--- config.mk ---
export PLATFORM = sky130hd
export DESIGN_NAME = sync_circular_fifo
export DESIGN_NICKNAME = d
export VERILOG_FILES = /design/src/rtl/sync_circular_fifo.sv
export SDC_FILE = /design/constraint.sdc
export NUM_CORES = 1
export LEC_CHECK = 0
export CAP_MARGIN = 0
export CORE_UTILIZATION = 35
export DETAILED_ROUTE_END_ITERATION = 8
export GPL_TIMING_DRIVEN = 1
export SETUP_SLACK_MARGIN = 0.4
export SLEW_MARGIN = 5
export SYNTH_ARGS = -nofsm -noshare
export SYNTH_HDL_FRONTEND = slang
export SYNTH_SLANG_ARGS = --single-unit
--- constraint.sdc ---
create_clock -name FCLK -period 7.5 [get_ports FCLK]
set_input_delay 1.5 -clock FCLK [delete_from_list [all_inputs] [get_ports FCLK]]
set_output_delay 1.5 -clock FCLK [all_outputs]
set_load 0.03 [all_outputs]
--- src/rtl/sync_circular_fifo.sv ---
// Single-clock circular-buffer FIFO with registered read data.
// Flags and occupancy are decoded from wrap-flagged read/write pointers.
//
// Ports:
//   FCLK         clock, rising edge
//   FRSTN        synchronous reset, active-high
//   WR_EN        write request
//   RD_EN        read request
//   DATA_IN      write data
//   DATA_OUT     registered read data, valid the cycle after the accepting edge
//   EMPTY        zero entries held
//   FULL         DEPTH entries held
//   ALMOST_FULL  COUNT >= ALMOST_FULL_TH
//   ALMOST_EMPTY COUNT <= ALMOST_EMPTY_TH
//   COUNT        occupancy, 0..DEPTH
//   OVERFLOW     one-cycle pulse after a write rejected while full
//   UNDERFLOW    one-cycle pulse after a read rejected while empty
module sync_circular_fifo #(
  parameter int DATA_WIDTH      = 8,
  parameter int DEPTH           = 16,
  parameter int ADDR_WIDTH      = $clog2(DEPTH),
  parameter int ALMOST_FULL_TH  = DEPTH - 2,
  parameter int ALMOST_EMPTY_TH = 2
) (
  input  logic                  FCLK,
  input  logic                  FRSTN,
  input  logic                  WR_EN,
  input  logic                  RD_EN,
  input  logic [DATA_WIDTH-1:0] DATA_IN,
  output logic [DATA_WIDTH-1:0] DATA_OUT,
  output logic                  EMPTY,
  output logic                  FULL,
  output logic                  ALMOST_FULL,
  output logic                  ALMOST_EMPTY,
  output logic [ADDR_WIDTH:0]   COUNT,
  output logic                  OVERFLOW,
  output logic                  UNDERFLOW
);

  localparam logic [ADDR_WIDTH:0] AF_TH =
    ALMOST_FULL_TH[ADDR_WIDTH:0];
  localparam logic [ADDR_WIDTH:0] AE_TH =
    ALMOST_EMPTY_TH[ADDR_WIDTH:0];

  logic [DATA_WIDTH-1:0] mem [DEPTH];

  // MSB of each pointer is a wrap flag; the rest indexes mem.
  logic [ADDR_WIDTH:0]   wr_ptr;
  logic [ADDR_WIDTH:0]   rd_ptr;
  logic [ADDR_WIDTH-1:0] wr_idx;
  logic [ADDR_WIDTH-1:0] rd_idx;

  logic wr_ok;
  logic rd_ok;

  assign wr_idx = wr_ptr[ADDR_WIDTH-1:0];
  assign rd_idx = rd_ptr[ADDR_WIDTH-1:0];

  assign EMPTY = (wr_ptr == rd_ptr);
  assign FULL  = (wr_idx == rd_idx) &&
                 (wr_ptr[ADDR_WIDTH] != rd_ptr[ADDR_WIDTH]);

  assign COUNT        = wr_ptr - rd_ptr;
  assign ALMOST_FULL  = (COUNT >= AF_TH);
  assign ALMOST_EMPTY = (COUNT <= AE_TH);

  // Acceptance uses the flags of the current cycle, so a read on an
  // empty FIFO never falls through to a same-cycle write.
  assign wr_ok = WR_EN && !FULL;
  assign rd_ok = RD_EN && !EMPTY;

  always_ff @(posedge FCLK) begin
    if (FRSTN) begin
      wr_ptr    <= '0;
      rd_ptr    <= '0;
      DATA_OUT  <= '0;
      OVERFLOW  <= 1'b0;
      UNDERFLOW <= 1'b0;
    end else begin
      OVERFLOW  <= WR_EN && FULL;
      UNDERFLOW <= RD_EN && EMPTY;
      if (wr_ok) begin
        wr_ptr <= wr_ptr + 1'b1;
      end
      if (rd_ok) begin
        rd_ptr   <= rd_ptr + 1'b1;
        DATA_OUT <= mem[rd_idx];
      end
    end
  end

  // Storage is left uncleared by reset; pointers alone define contents.
  always_ff @(posedge FCLK) begin
    if (!FRSTN && wr_ok) begin
      mem[wr_idx] <= DATA_IN;
    end
  end

endmodule

-- After elaboration in Yosys (flattened, before gate mapping)
Memory sizes are Yosys's and may differ from the RTL's. A register that Yosys moved wholly into a read port is not among the register bits.
Cells that the tools add are included.
- register bits: 12
- RAM bits: 128
- input port bits: 12
- output and inout port bits: 19
- memories kept: 1
- memories (name ; depth ; width ; read ports ; clocked after Yosys merged registers in ; write ports ; line ; text):
    mem ; 16 ; 8 ; 1 ; 1 ; 1 ; 45 ; logic [DATA_WIDTH-1:0] mem [DEPTH];
- add/subtract/negate cells: 3
- order comparisons: 2
- eq/ne operators: 3
- multiplexer cells: 2
- reduce and logical (&&, ||, !) cells: 9
- operator list (kind ; number):
    5-bit by 1-bit adder with 5-bit output, second input constant ; 2
    1-bit logical AND ; 6
    5-bit equality test ; 1
    5-bit by 4-bit >= comparator with 1-bit output, second input constant ; 1
    5-bit by 2-bit less-or-equal comparator with 1-bit output, second input constant ; 1
    5-bit subtractor ; 1
    4-bit equality test ; 1
    1-bit logical NOT ; 3
    1-bit two-way mux ; 2
    1-bit != test ; 1

-- Longest topological paths before layout
Gate-level depths: netlist of run 1.
- depth after elaboration: 7
- mapped depth: 9
- gate-level depth less buffers: 8

-- Worst setup path after synthesis of run 1
No wires, ideal clock.
- kind: flip-flop to output port
- start: reg rd_ptr[1]
- end: out ALMOST_EMPTY
- arrival: 2.694 ns
- setup slack: 3.306 ns
- cell stages (with the launch flop): 9
- path through: dfxtp_1 > buf_6 > buf_6 > inv_1 > fa_1 > a21o_1 > a21oi_1 > xnor2_1 > a211oi_1
- word-level cells in the longest chain between the ends: 2
- RTL lines (item ; line ; text):
    from (decl) ; 49 ; logic [ADDR_WIDTH:0] rd_ptr;
    from (signal assigned) ; 86 ; rd_ptr <= rd_ptr + 1'b1;
    5-bit subtractor ; 63 ; assign COUNT = wr_ptr - rd_ptr;
    via COUNT[4] ; 35 ; output logic [ADDR_WIDTH:0] COUNT,
    5-bit by 2-bit less-or-equal comparator with 1-bit output ; 65 ; assign ALMOST_EMPTY = (COUNT <= AE_TH);
    to (decl) ; 34 ; output logic ALMOST_EMPTY,
The timed path passes the listed nets, and every way through them passes these cells.

-- Worst setup path after layout of run 1
- start: reg rd_ptr[1]
- end: out ALMOST_EMPTY
- word-level cells in the longest chain between the ends: 2
- RTL lines (item ; line):
    5-bit subtractor ; 63
    5-bit by 2-bit less-or-equal comparator with 1-bit output ; 65
No other way between the ends.

==> qor.yml, run 1 <==
synthSimpleGateAreaFrac_pct: 5.25
cts_buffer_depth: 2
worst_skew_pair.late_latency_ns: 0.41
cts.repair.resized: 0
cts_num_sinks: 148
synth-async-reset-ratio_pct: 0
switchingPower_mw: 0.520
final.setup_skew_ns: 0.00249
total_leakage_power_nw: 2.20
synth.yosys.seq_area_share_pct: 69.5
synth_top_family_by_area: "multiplexers"
setup_ws_ns: 2.47
worst_ep_arrival_time_ns: 3.53
drt.antenna.violating_nets: 0
tritoncts: "yes"
syn_area_sq_um: 6100
wl_per_cell_um: 19.3
power.internal_mw: 1.53
power.switching_fraction_pct: 25.4
timing_max_transition_violations_final: 0
grt_max_degree: 33
hpwlAfterDp_um: 8230
timing.max_slew.rel_slack_pct: 22.0
routed-via-count: 3271
kind_of_cell_adding_the_most_delay_to_the_critical_path: "flip-flops"
layout.cells.most_common: "sky130_fd_sc_hd__edfxtp_1"
number_of_violations_reported_at_the_end_of_detailed_routing_iteration_0: 246
grt_pass1_wl_um: 19400
worstHoldPathType: "flip-flop to flip-flop"
die-height_um: 134
grt_antenna_before_repair: 0
adder_cell_fraction_of_synth_area_pct: 2.17
synthXorXnorAreaFrac_pct: 1.89
post_synth_inst_count: 378
die_w_um: 134
wl_um: 12400
run_status: "complete, no violations"
rsz0062_at_grt: "false"
synth-main-ff-cell: "sky130_fd_sc_hd__edfxtp_1"
crit_fanout: 32
synth_compound_gate_area_share_pct: 7.40
finalCriticalPeriod_ns: 5.03
io_buffers: 30
critical_path.max_stage_delay_ns: 0.95
final_util_pct: 42.3
synth_enable_flop_cells: 128
finalSetupViolCount: 0
worstPathRequired_ns: 6.00
insertedDiodeCount: 0
maxCapViolCount: 0
htree_levels: 4
critPathLaunchType: "flip-flop"
remaining_drc_errors: 0
grt_use_total_pct: 15.0
io_pins: 31
first_global_vias: 3382
syn_avg_cell_area_sq_um: 16.1
combinationalPowerShare_pct: 16.3
setup_cp_type: "flip-flop to output pin"
post_route_cells_drive_above_1_share_pct: 11.1
hold_bufs_at_cts: 0
layout_worst_path_cycle_share_pct: 67.1
dr.pass1.iters: 4
power.density_cell_area_nw_per_um2: 288
cts.repair_timing.setup_buffer_count: 0
worst-slew-pin-transition_ns: 1.16
totalPowerFinal_mw: 2.05
syn_nets: 400
worstPathBufferInverterCount: 2
timing.final.hold_violations: 0
die_area_sq_um: 18000
cts_root_buffer: "sky130_fd_sc_hd__clkbuf_16"
core_sq_um: 16800
cell_chain_of_the_critical_path: "inv_1 -> ha_1 -> nor2b_1 -> o21a_1 -> or3_1 -> a211oi_1 -> clkdlybuf4s50_1"
clkSlewWorstSetupHoldPaths_ns: 0.06
synthToLayoutAreaGrowth_pct: 16.6
initial_core_util_pct: 36.3
synth_seq_cells: 148
nets: 433
ys.warnings.count: 0
layout_common_cells: "sky130_fd_sc_hd__edfxtp_1 (128), sky130_fd_sc_hd__mux2i_1 (50), sky130_fd_sc_hd__nor2_1 (40)"
critical_path_top_delay_cell: "sky130_fd_sc_hd__dfxtp_2"
vias_per_cell: 5.08
setup-tns-final_ns: 0
synth.distinct_cells: 45
place.gp.congestion: 0.780
timing.critical_path.to_type: "output pin"
max_freq_ghz: 0.199
worst_ir_drop_vdd_v: 0.000183
post_place_setup_slack_ns: 2.84
muxShareOfSynthArea_pct: 11.2
cts_buffers: 17
overflow: 0
pwr-share-clk_pct: 38.1
rows: 47
power_frac_seq_pct: 45.5
==> final cells by class <==
cell class              count  area (sq um)
fillers                  1542          9700
clock inverters            13           116
well taps                 220           275
inverters                   8          30.0
flip-flops and latches    148          4250
repair buffers             32           315
multi-input cells         204          1700
clock buffers              19           433
==> per-stage QoR <==
| step | area (sq um) | hold WS (ns) | cells |
|---|---|---|---|
| after floorplan | 6100 | 0.556 | 378 |
| after global placement | 6570 | 0.531 | 612 |
| after detailed placement | 6570 | 0.535 | 612 |
| after CTS | 7120 | 0.551 | 644 |
| after global routing | 7120 | 0.576 | 644 |
| final | 7120 | 0.546 | 644 |
==> registers in the layout, indices dropped and copies added, names as in the netlist <==
| name | count |
|---|---|
| OVERFLOW | 1 |
| DATA_OUT | 8 |
| mem | 128 |
| wr_ptr | 5 |
| rd_ptr | 5 |
| UNDERFLOW | 1 |
==> worst register-to-register path, delay by kind of cell, from the launching register on <==
family          cells  cell delay (ns)
simple gates        3             1.32
buf+inv             1             0.20
flops               1             0.95
fa+ha+maj           1             0.36
compound gates      1             0.30
==> per-layer routing <==
| metal | global-route usage, % | share of wire, % | vias up |
|---|---|---|---|
| met5 | 0 | 0 | - |
| met4 | 6.87 | 2.4 | 0 |
| met3 | 3.21 | 4.1 | 23 |
| met2 | 24.3 | 49 | 81 |
| met1 | 19.4 | 45 | 1622 |
| li1 | - | - | 1545 |
==> Yosys cell counts, types with 4 or more instances <==
| master | instances | area share (%) |
|---|---|---|
| sky130_fd_sc_hd__edfxtp_1 | 128 | 63 |
| sky130_fd_sc_hd__mux2i_1 | 50 | 8.2 |
| sky130_fd_sc_hd__nor2_1 | 40 | 2.5 |
| sky130_fd_sc_hd__dfxtp_1 | 20 | 6.6 |
| sky130_fd_sc_hd__o22ai_1 | 16 | 1.6 |
| sky130_fd_sc_hd__ha_1 | 9 | 1.8 |
| sky130_fd_sc_hd__a221oi_1 | 8 | 1.1 |
| sky130_fd_sc_hd__inv_1 | 8 | 0.49 |
| sky130_fd_sc_hd__mux4_2 | 8 | 3.0 |
| sky130_fd_sc_hd__a311oi_2 | 7 | 1.7 |
| sky130_fd_sc_hd__o21ai_1 | 7 | 0.57 |
| sky130_fd_sc_hd__nand2_1 | 5 | 0.31 |
| sky130_fd_sc_hd__nor3_1 | 5 | 0.41 |
| sky130_fd_sc_hd__xnor2_1 | 5 | 0.72 |
| sky130_fd_sc_hd__xor2_1 | 5 | 0.72 |
| sky130_fd_sc_hd__buf_2 | 4 | 0.33 |
| sky130_fd_sc_hd__clkbuf_1 | 4 | 0.25 |
| sky130_fd_sc_hd__o211ai_1 | 4 | 0.49 |
| sky130_fd_sc_hd__o21ai_0 | 4 | 0.33 |
==> power by group through the flow <==
stage                     Combinational, mW  Clock [mW]  Sequential (mW)
after floorplan                       0.210           0            0.961
after global placement                0.334           0            0.950
after detailed placement              0.338           0            0.950
after CTS                             0.338       0.795            0.933
after global routing                  0.358       0.824            0.935
final                                 0.334       0.781            0.932
==> cells by family (layout without fill, tap and decap cells) <==
| group | Yosys count | in the layout |
|---|---|---|
| AO/OA/AOI/OAI | 57 | 57 |
| XOR/XNOR | 11 | 11 |
| adder cells (fa/ha/maj) | 10 | 10 |
| buffers and inverters | 26 | 72 |
| flip-flops | 148 | 148 |
| multiplexers | 58 | 58 |
| AND/OR/NAND/NOR | 68 | 68 |
==> path summary, 6_finish.rpt <==
kind | startpoint | endpoint | slack [ns] | cells after the start
max | rd_ptr[1] | ALMOST_EMPTY | 2.47 | 7
min | DATA_OUT[2] | DATA_OUT[2] | 0.55 | 2
max reg2reg | rd_ptr[1] | mem[3][1] | 3.98 | 6
min reg2reg | DATA_OUT[2] | DATA_OUT[2] | 0.55 | 2
Note: power is estimated with default switching activity, not from simulation.
==> run 2, diff against run 1 <==
==> constraint.sdc (replaced) <==
create_clock -name FCLK -period 4.9 [get_ports FCLK]
set_input_delay 0.98 -clock FCLK [delete_from_list [all_inputs] [get_ports FCLK]]
set_output_delay 0.98 -clock FCLK [all_outputs]
set_load 0.03 [all_outputs]
==> run 2 against run 1 <==
Effect of this change: sequential cell count unchanged; largest power group unchanged; critical path type unchanged; count of clock-buffer cells in the layout up 3; worst hold slack got worse by 0.010 ns; non-clock buffer count rose by 5; wire length up 1.8%; utilization is 0.45 points higher; worst setup slack got worse by 1.6 ns; combinational power rose by 56%; critical endpoint unchanged; via count decreased by 0.67%; die area unchanged.
==> qor.yml, run 2 (synthesis results as in run 1) <==
wl_um: 12600  # was 12400 um
cts_buffer_depth: 2  # unchanged
layout.cells.most_common: "sky130_fd_sc_hd__edfxtp_1"  # unchanged
tritoncts: "yes"  # unchanged
kind_of_cell_adding_the_most_delay_to_the_critical_path: "buffers and inverters"  # was flip-flops
cell_chain_of_the_critical_path: "inv_1 -> ha_1 -> inv_1 -> fa_1 -> a21o_1 -> a21oi_1 -> xnor2_1 -> a211oi_1 -> clkdlybuf4s50_1"  # was inv_1 -> ha_1 -> nor2b_1 -> o21a_1 -> or3_1 -> a211oi_1 -> clkdlybuf4s50_1
timing_max_transition_violations_final: 0  # unchanged
wl_per_cell_um: 19.5  # was 19.3 um
synthToLayoutAreaGrowth_pct: 17.8  # was 16.6%
clkSlewWorstSetupHoldPaths_ns: 0.06  # about the same
total_leakage_power_nw: 2.24  # was 2.20 nW
run_status: "complete, no violations"  # unchanged
grt_max_degree: 32  # was 33
flip_flop_count_of_the_largest_register_all_copies_and_words_added: 128  # unchanged
critPathLaunchType: "flip-flop"  # unchanged
switchingPower_mw: 0.800  # was 0.520 mW
grt_antenna_before_repair: 0  # unchanged
max_freq_ghz: 0.250
crit_fanout: 4  # was 32
layout_common_cells: "sky130_fd_sc_hd__edfxtp_1 (128), sky130_fd_sc_hd__mux2i_1 (50), sky130_fd_sc_hd__nor2_1 (40)"  # unchanged
worstPathRequired_ns: 3.92  # was 6.00 ns
power.internal_mw: 2.42  # was 1.53 mW
overflow: 0  # unchanged
hpwlAfterDp_um: 8200  # was 8230 um
post_place_setup_slack_ns: 1.36  # was 2.84 ns
worstHoldPathType: "flip-flop to flip-flop"  # unchanged
final.setup_skew_ns: 0.0116  # was 0.00249 ns
critical_path_top_delay_cell: "sky130_fd_sc_hd__clkdlybuf4s50_1"  # was sky130_fd_sc_hd__dfxtp_2
die_area_sq_um: 18000  # unchanged
grt_use_total_pct: 15.2  # was 15.0%
io_pins: 31  # unchanged
cts_buffers: 17  # unchanged
setup-tns-final_ns: 0  # unchanged
post_route_cells_drive_above_1_share_pct: 12.6  # was 11.1%
cts.repair_timing.setup_buffer_count: 0  # unchanged
reg.largest.list: "mem x128, DATA_OUT x8"  # unchanged
worst_ep_arrival_time_ns: 3.02  # was 3.53 ns
core_sq_um: 16800  # unchanged
htree_levels: 4  # unchanged
worst_ir_drop_vdd_v: 0.000287  # was 0.000183 V
setup_ws_ns: 0.902  # was 2.47 ns
dr.pass1.iters: 5  # was 4
grt_pass1_wl_um: 19700  # was 19400 um
power_frac_seq_pct: 44.0  # was 45.5%
pwr-share-clk_pct: 39.8  # was 38.1%
initial_core_util_pct: 36.3  # unchanged
whs_ns: 0.536  # was 0.546 ns
timing.final.hold_violations: 0  # unchanged
cts_root_buffer: "sky130_fd_sc_hd__clkbuf_16"  # unchanged
worstPathBufferInverterCount: 3  # was 2
die-height_um: 134  # unchanged
remaining_drc_errors: 0  # unchanged
maxCapViolCount: 0  # unchanged
rows: 47  # unchanged
layout_worst_path_cycle_share_pct: 81.6
top_register: "mem"  # unchanged
timing.max_slew.rel_slack_pct: 24.3  # was 22.0%
combinationalPowerShare_pct: 16.2  # was 16.3%
place.gp.congestion: 0.791  # was 0.780
die_w_um: 134  # unchanged
cts.repair.resized: 0  # unchanged
number_of_violations_reported_at_the_end_of_detailed_routing_iteration_0: 291  # was 246
io_buffers: 30  # unchanged
finalSetupViolCount: 0  # unchanged
fillers: 1507  # was 1542
rsz0062_at_grt: "false"  # unchanged
critical_path.max_stage_delay_ns: 0.70  # was 0.95 ns
cts_num_sinks: 148  # unchanged
drt.antenna.violating_nets: 0  # unchanged
worst_skew_pair.late_latency_ns: 0.42  # was 0.41 ns
routed-via-count: 3249  # was 3271
worst-slew-pin-transition_ns: 1.13  # was 1.16 ns
finalCriticalPeriod_ns: 4.00
vias_per_cell: 5.01  # was 5.08
hold_bufs_at_cts: 0  # unchanged
power.density_cell_area_nw_per_um2: 447  # was 288 nW/um^2
power.switching_fraction_pct: 24.9  # was 25.4%
timing.critical_path.to_type: "output pin"  # unchanged
nets: 438  # was 433
cp_most_frequent_cell: "sky130_fd_sc_hd__inv_1"
insertedDiodeCount: 0  # unchanged
setup_cp_type: "flip-flop to output pin"  # unchanged
first_global_vias: 3423  # was 3382
## run 2: per-stage QoR
step                instances  total power [mW]  instance area [sq um]  util [%]
CTS                       649              3.24                   7190      42.8
floorplan                 378              1.79                   6100         -
finish                    649              3.22                   7190      42.8
detailed placement        617              1.96                   6600      39.3
global placement          617              1.96                   6600      39.3
global route              649              3.33                   7190      42.8
## run 2: worst paths after layout
path / endpoint / startpoint / cells after the start / slack [ns]
min: DATA_OUT[6] / DATA_OUT[6] / 2 / 0.54
min reg2reg: DATA_OUT[6] / DATA_OUT[6] / 2 / 0.54
max reg2reg: mem[0][6] / rd_ptr[3] / 6 / 1.78
max: ALMOST_EMPTY / wr_ptr[0] / 9 / 0.90
## run 2: power groups by stage
| stage | Clock [mW] | Sequential (mW) | Combinational, mW |
|---|---|---|---|
| CTS | 1.30 | 1.42 | 0.525 |
| detailed placement | 0 | 1.44 | 0.523 |
| global route | 1.36 | 1.42 | 0.555 |
| floorplan | 0 | 1.47 | 0.321 |
| finish | 1.28 | 1.42 | 0.520 |
| global placement | 0 | 1.44 | 0.519 |
## run 2: tightest hold or removal path, cell delays in order, from the launching register on
cell                       delay [ns]
sky130_fd_sc_hd__dfxtp_1         0.34
sky130_fd_sc_hd__nor2_1          0.10
sky130_fd_sc_hd__a311oi_1        0.05
## run 2: per-layer routing
metal | global-route usage (%) | wire, um | vias up
met2 | 23.6 | 6010 | 84
met3 | 3.63 | 864 | 10
li1 | - | - | 1543
met1 | 20.5 | 5620 | 1612
met5 | 0 | 0 | -
met4 | 6.49 | 135 | 0
## run 2: area by class of cell
class	count	area, sq um	share of cell area, %
flip-flops and latches	148	4250	59.0
clock inverters	10	133	1.84
inverters	8	30.0	0.418
clock buffers	22	454	6.32
repair buffers	37	353	4.91
multi-input cells	204	1700	23.6
well taps	220	275	3.83
